File: config.mk
export PLATFORM = sky130hd
export DESIGN_NAME = spi_fl_seq
export DESIGN_NICKNAME = d
export VERILOG_FILES = /design/src/rtl/spi_fl_pkg.sv /design/src/rtl/spi_fl_seq.sv
export SDC_FILE = /design/constraint.sdc
export NUM_CORES = 1
export LEC_CHECK = 0
export BUFFER_PORTS_ARGS = -buffer_cell sky130_fd_sc_hd__buf_2
export CAP_MARGIN = 20
export CORE_ASPECT_RATIO = 1.5
export CORE_MARGIN = 3
export CORE_UTILIZATION = 35
export CTS_CLUSTER_DIAMETER = 60
export DETAILED_ROUTE_END_ITERATION = 10
export GPL_ROUTABILITY_DRIVEN = 0
export PLACE_DENSITY = 0.58
export SYNTH_ARGS = -nofsm -noshare
export SYNTH_HDL_FRONTEND = slang
export SYNTH_SLANG_ARGS = --single-unit
File: constraint.sdc
create_clock -name clk -period 1.88 [get_ports clk]
set_input_delay 0 -clock clk [delete_from_list [all_inputs] [get_ports clk]]
set_output_delay 0 -clock clk [all_outputs]
set_load 0.03 [all_outputs]
File: src/rtl/spi_fl_pkg.sv
// Shared types for the SPI flash sequencer: op/commtype encodings, FSM states,
// default flash opcodes and the transfer payload handed to spi_master_fl.
package spi_fl_pkg;

  localparam int unsigned CMD_W   = 8;
  localparam int unsigned CT_W    = 3;
  localparam int unsigned ADDR_W  = 32;
  localparam int unsigned DATA_W  = 32;
  localparam int unsigned NMISO_W = 7;

  localparam logic [CMD_W-1:0]   DEF_WREN_CMD = 8'h06;
  localparam logic [CMD_W-1:0]   DEF_RDSR_CMD = 8'h05;
  localparam logic [NMISO_W-1:0] RDSR_NMISO   = 7'd8;

  typedef enum logic [1:0] {
    OP_RAW     = 2'b00,
    OP_PROGRAM = 2'b01,
    OP_ERASE   = 2'b10,
    OP_RSVD    = 2'b11
  } op_e;

  typedef enum logic [CT_W-1:0] {
    CT_CMD     = 3'b000,
    CT_CMD_RD  = 3'b001,
    CT_CMD_WR  = 3'b010,
    CT_ADDR    = 3'b011,
    CT_ADDR_RD = 3'b100,
    CT_ADDR_WR = 3'b101
  } commtype_e;

  typedef enum logic [2:0] {
    ST_IDLE,
    ST_WREN,
    ST_OP,
    ST_POLL,
    ST_DONE
  } state_e;

  typedef enum logic {
    PH_ISSUE,
    PH_WAIT
  } phase_e;

  typedef struct packed {
    logic [CMD_W-1:0]   command;
    logic [CT_W-1:0]    commtype;
    logic [ADDR_W-1:0]  address;
    logic [DATA_W-1:0]  data;
    logic [NMISO_W-1:0] nmiso;
  } xfer_t;

  // Program and erase need the write-enable preamble and busy polling.
  function automatic logic needs_wren(input logic [1:0] op);
    return (op == OP_PROGRAM) || (op == OP_ERASE);
  endfunction

  function automatic xfer_t ctl_xfer(input logic [CMD_W-1:0] cmd,
                                     input logic [CT_W-1:0] ct,
                                     input logic [NMISO_W-1:0] nm);
    xfer_t x;
    x          = '0;
    x.command  = cmd;
    x.commtype = ct;
    x.nmiso    = nm;
    return x;
  endfunction

endpackage

File: src/rtl/spi_fl_seq.sv
// SPI flash op sequencer: raw ops pass through; program/erase get WREN + RDSR polling.
// Optional poll timeout compiled in with `define SPI_FL_SEQ_POLL_TIMEOUT_EN.
module spi_fl_seq
  import spi_fl_pkg::*;
#(
  parameter logic [CMD_W-1:0] WREN_CMD = DEF_WREN_CMD,
  parameter logic [CMD_W-1:0] RDSR_CMD = DEF_RDSR_CMD,
  parameter logic [15:0]      POLL_MAX = 16'd4096
) (
  input  logic                 clk,
  input  logic                 rst_n,
  input  logic                 req_valid,
  output logic                 req_ready,
  input  logic [1:0]           req_op,
  input  logic [CMD_W-1:0]     req_command,
  input  logic [CT_W-1:0]      req_commtype,
  input  logic [ADDR_W-1:0]    req_address,
  input  logic [DATA_W-1:0]    req_data,
  input  logic [NMISO_W-1:0]   req_nmiso_bits,
  output logic                 rsp_valid,
  output logic [DATA_W-1:0]    rsp_data,
  output logic                 rsp_error,
  output logic                 m_validflag,
  output logic [CMD_W-1:0]     m_command,
  output logic [CT_W-1:0]      m_commtype,
  output logic [ADDR_W-1:0]    m_address,
  output logic [DATA_W-1:0]    m_data_in,
  output logic [NMISO_W-1:0]   m_nmiso_bits,
  input  logic                 m_tready,
  input  logic [DATA_W-1:0]    m_data_out
);

  state_e             r_state;
  phase_e             r_phase;
  logic               r_seen_hi;
  logic               r_flash;
  xfer_t              r_req;
  xfer_t              r_xfer;
  logic               r_vld;
  logic               r_ready;
  logic               r_rsp_valid;
  logic [DATA_W-1:0]  r_rsp_data;

  logic w_accept;
  logic w_done;
  logic w_wip;
  logic w_poll_done;
  logic w_poll_expired;

  // Acceptance needs tready seen high while validflag is up, then a drop.
  assign w_accept    = r_vld && (r_phase == PH_ISSUE) && r_seen_hi && !m_tready;
  assign w_done      = (r_phase == PH_WAIT) && m_tready;
  assign w_wip       = m_data_out[7];
  assign w_poll_done = (r_state == ST_POLL) && w_done;

`ifdef SPI_FL_SEQ_POLL_TIMEOUT_EN
  logic [15:0] r_poll_cnt;
  logic        r_rsp_error;
  logic        w_poll_entry;

  assign w_poll_entry   = (r_state == ST_OP) && w_done && r_flash;
  assign w_poll_expired = (17'(r_poll_cnt) + 17'd1) >= 17'(POLL_MAX);

  always_ff @(posedge clk or negedge rst_n) begin
    if (!rst_n) begin
      r_poll_cnt  <= '0;
      r_rsp_error <= 1'b0;
    end else begin
      if (w_poll_entry)
        r_poll_cnt <= '0;
      else if (w_poll_done && w_wip)
        r_poll_cnt <= r_poll_cnt + 16'd1;
      if ((r_state == ST_OP) && w_done && !r_flash)
        r_rsp_error <= 1'b0;
      else if (w_poll_done && !(w_wip && !w_poll_expired))
        r_rsp_error <= w_wip;
    end
  end

  assign rsp_error = r_rsp_error;
`else
  logic w_unused_cfg;

  assign w_unused_cfg   = ^POLL_MAX;
  assign w_poll_expired = 1'b0;
  assign rsp_error      = 1'b0;
`endif

  // Main sequencer: state, transfer phase, master fields and response.
  always_ff @(posedge clk or negedge rst_n) begin
    if (!rst_n) begin
      r_state     <= ST_IDLE;
      r_phase     <= PH_ISSUE;
      r_seen_hi   <= 1'b0;
      r_flash     <= 1'b0;
      r_req       <= '0;
      r_xfer      <= '0;
      r_vld       <= 1'b0;
      r_ready     <= 1'b1;
      r_rsp_valid <= 1'b0;
      r_rsp_data  <= '0;
    end else begin
      r_rsp_valid <= 1'b0;
      if (r_vld && (r_phase == PH_ISSUE) && m_tready)
        r_seen_hi <= 1'b1;
      if (w_accept) begin
        r_vld   <= 1'b0;
        r_phase <= PH_WAIT;
      end

      case (r_state)
        ST_IDLE: begin
          if (req_valid && r_ready) begin
            r_ready   <= 1'b0;
            r_flash   <= needs_wren(req_op);
            r_req     <= xfer_t'{command: req_command, commtype: req_commtype,
                                 address: req_address, data: req_data,
                                 nmiso: req_nmiso_bits};
            r_vld     <= 1'b1;
            r_phase   <= PH_ISSUE;
            r_seen_hi <= 1'b0;
            if (needs_wren(req_op)) begin
              r_state <= ST_WREN;
              r_xfer  <= ctl_xfer(WREN_CMD, CT_CMD, 7'd0);
            end else begin
              r_state <= ST_OP;
              r_xfer  <= xfer_t'{command: req_command, commtype: req_commtype,
                                 address: req_address, data: req_data,
                                 nmiso: req_nmiso_bits};
            end
          end
        end
        ST_WREN: begin
          if (w_done) begin
            r_state   <= ST_OP;
            r_xfer    <= r_req;
            r_vld     <= 1'b1;
            r_phase   <= PH_ISSUE;
            r_seen_hi <= 1'b0;
          end
        end
        ST_OP: begin
          if (w_done) begin
            if (r_flash) begin
              r_state   <= ST_POLL;
              r_xfer    <= ctl_xfer(RDSR_CMD, CT_CMD_RD, RDSR_NMISO);
              r_vld     <= 1'b1;
              r_phase   <= PH_ISSUE;
              r_seen_hi <= 1'b0;
            end else begin
              r_state     <= ST_DONE;
              r_rsp_valid <= 1'b1;
              r_rsp_data  <= m_data_out;
            end
          end
        end
        ST_POLL: begin
          if (w_done) begin
            if (w_wip && !w_poll_expired) begin
              r_vld     <= 1'b1;
              r_phase   <= PH_ISSUE;
              r_seen_hi <= 1'b0;
            end else begin
              r_state     <= ST_DONE;
              r_rsp_valid <= 1'b1;
              r_rsp_data  <= '0;
            end
          end
        end
        ST_DONE: begin
          r_state <= ST_IDLE;
          r_ready <= 1'b1;
        end
        default: r_state <= ST_IDLE;
      endcase
    end
  end

  assign req_ready    = r_ready;
  assign rsp_valid    = r_rsp_valid;
  assign rsp_data     = r_rsp_data;
  assign m_validflag  = r_vld;
  assign m_command    = r_xfer.command;
  assign m_commtype   = r_xfer.commtype;
  assign m_address    = r_xfer.address;
  assign m_data_in    = r_xfer.data;
  assign m_nmiso_bits = r_xfer.nmiso;

endmodule

==> results_dict.tcl <==
set metrics [dict create \
    outcome "finished, final reports clean" \
    final_util_pct 51.2 \
    synth_warnings 0 \
    cp.arrival_ns 2.16 \
    ys_ff_latch 205 \
    max-vdd-ir-drop_v 0.000718 \
    grt_pass1_vias 7116 \
    synth_area_leaders "dfrtp_1 61%, mux2_2 11%, a22oi_1 6.9%, a21oi_1 4.9%, nor2_1 3.8%" \
    drive_above_1_share_pct 36.5 \
    grt_usage_pct 17.1 \
    hold_violations 0 \
    synth.distinct_cells 35 \
    reg2reg_from "r_state[1]" \
    drcViolationCount 0 \
    syn_area_per_cell_um2 12.1 \
    mostFrequentLayoutCell "buf_2" \
    pwr_density_cell_nw_per_um2 766 \
    numCtsBuffers 21 \
    cts_buffer_depth 3 \
    crit_cells 5 \
    antenna_found_initial 0 \
    clock_sinks 205 \
    power_frac_clock_pct 44.5 \
    critPathKind "flop to flop" \
    max_cap_viol_count 0 \
    core_area_um2 23200 \
    multi_input_area_um2 2910 \
    regArea_um2 5130 \
    dp_hpwl_um 13900 \
    final_nets 1153 \
    setup_ws_ns 0.0893 \
    pre_cts_slack_ns 0.0548 \
    internal_power_uw 7140 \
    setup.worst_path.end_class "flop" \
    min_period_ns 1.79 \
    power_frac_seq_pct 48.4 \
    die_w_um 132 \
    mostFrequentLayoutCells "235 x buf_2, 202 x dfrtp_1, 117 x dlygate4sd3_1" \
    grt_pass1_wl_um 36700 \
    switchingPower_uw 1970 \
    rsz0062_at_grt "yes" \
    path_max_fanout 47 \
    required_ns 2.25 \
    die_y_um 195 \
    synthToLayoutAreaGrowth_pct 42.9 \
    vias 6750 \
    clockRootBuffer "clkbuf_16" \
    clock_latency_ns 0.49 \
    worstPathCellList "buf_4, nor2_1, nand4b_1, buf_12, mux2_2" \
    cp-start-kind "flop" \
    synthesis.nets 806 \
    io_pins 238 \
    p_sw_share_pct 21.6 \
    critPathBufInv 2 \
    overflow 0 \
    dr.pass1.iters 5 \
    tightest_slew_ns 0.534 \
    syn_inst 686 \
    dr.first_iter.drc_count 355 \
    synth.top_cell.area_share_pct 61.3 \
    wire_per_inst_um 16.8 \
    cpMaxStageDelayCell "dfrtp_2" \
    synth_seq_area_share_pct 61.7 \
    clock.fmax_mhz 558 \
    io_buffer_count 236 \
    vias_per_cell 4.97 \
    reg2reg_depth 5 \
    crit_family "flip-flops" \
    startpoint "r_state[1]" \
    hold_path_class "input pin to async pin" \
    maxSlewHeadroom_pct 64.2 \
    grt_max_degree 77 \
    fp.dieArea_um2 25700 \
    n_fill_cell 2026 \
    rows 68 \
    finalCritPeriodShare_pct 95.3 \
    pwr-share-comb_pct 7.1 \
    antenna_cells 0 \
    slew_viol_final 0 \
    clk_pin_slew_ns 0.06 \
    max_stage_delay_ns 0.46 \
    p_leak_uw 0.00620 \
    ant_nets 0 \
    cts_tree "done" \
    setup_viol 0 \
    yosysTopAreaCell "dfrtp_1" \
    h-tree-depth 1 \
    start_util_pct 35.8 \
    wl_um 22900 \
    skew_ns 0.0119 \
    syn-cell-area_um2 8320 \
]
cell type report:
| cell class | instances | area share, % |
|---|---|---|
| Tap cell | 315 | 3.31 |
| Multi-Input combinational cell | 416 | 24.4 |
| Sequential cell | 205 | 43.2 |
| Clock buffer | 28 | 4.81 |
| Timing Repair Buffer | 381 | 23.3 |
| Inverter | 8 | 0.252 |
| Clock inverter | 6 | 0.673 |
cells in the mapped netlist:
cell	count
nor2b_1	1
xnor2_1	2
o32ai_1	1
nor2_1	85
a21o_1	2
clkbuf_1	11
a21oi_1	82
or2_1	1
o21ai_1	1
a22o_1	32
buf_2	40
mux2_2	81
nand4b_1	3
a311oi_1	2
a211oi_1	1
o21a_1	3
buf_4	5
dfrtp_1	204
nand3b_1	4
nor3b_2	1
inv_1	8
dfstp_2	1
nor3_1	1
nand3_1	1
nand2b_1	6
and2_1	3
clkbuf_2	1
nand2_1	9
o211ai_1	1
conb_1	1
nor3b_1	1
o221ai_1	3
o21ai_0	10
a22oi_1	77
a31oi_1	1
power groups by stage:
stage	clock [µW]	combinational [µW]	sequential (µW)
floorplan	0	143	4490
global placement	0	460	4490
detailed placement	0	460	4490
CTS	4200	649	4410
global route	4370	712	4410
finish	4060	643	4410
repair_timing:
action,4_1_cts,5_1_grt
endpoints found under the hold margin,405,0
setup buffers,0,2
setup endpoints to repair,0,55
hold buffers,117,0
gates resized for setup,0,4
flip-flops by register name (all words and copies together) (netlist names):
register,count
m_address,32
m_command,8
m_commtype,3
r_state,3
r_seen_hi,1
m_nmiso_bits,7
r_flash,1
r_req,82
m_validflag,1
rsp_data,32
m_data_in,32
rsp_valid,1
r_phase,1
req_ready,1
routing by layer:
| metal | global-route usage (%) | share of wire (%) | vias up |
|---|---|---|---|
| met5 | 0 | 0 | - |
| met4 | 5.33 | 2.2 | 0 |
| met3 | 3.08 | 5.0 | 37 |
| met2 | 31.6 | 52 | 178 |
| met1 | 19.8 | 40 | 3371 |
| li1 | - | - | 3164 |
cells by family (layout without fill, tap and decap cells):
| group | Yosys count | in the layout | share of synthesized area, % |
|---|---|---|---|
| other cells | 1 | 1 | 0.0451 |
| compound gates | 216 | 216 | 17.2 |
| flops | 205 | 205 | 61.7 |
| buf+inv | 65 | 423 | 3.77 |
| simple gates | 116 | 116 | 6.10 |
| mux | 81 | 81 | 11.0 |
| xor+xnor | 2 | 2 | 0.211 |
path summary, 6_finish.rpt:
path,to,slack (ns)
min in group clk,r_flash,0.08
worst max-delay path,r_req[43],0.09
worst min register to register,r_req[75],0.48
worst min-delay path,r_req[46],0.04
max in group asynchronous,r_req[26],1.11
worst max register to register,r_req[43],0.09
through the flow:
| step | total power (µW) | hold WS, ns | instance area [µm²] | std cells | setup TNS (ns) |
|---|---|---|---|---|---|
| 3_5_place_dp | 4950 | 0.00180 | 9990 | 1204 | 0 |
| 4_1_cts | 9260 | 0.0339 | 11800 | 1355 | 0 |
| 6_report | 9120 | 0.0445 | 11900 | 1359 | 0 |
| 3_3_place_gp | 4950 | -0.00231 | 9990 | 1204 | 0 |
| 5_1_grt | 9490 | 0.0799 | 11900 | 1359 | -0.0246 |
| 2_1_floorplan | 4640 | -0.296 | 8320 | 686 | 0 |
worst reg2reg max path, stage by stage, from the launching register on:
cell and delay, ns:
dfrtp_2 0.46, buf_4 0.15, nor2_1 0.16, nand4b_1 0.27
buf_12 0.28, mux2_2 0.35
(Power assumes the default switching activity.)
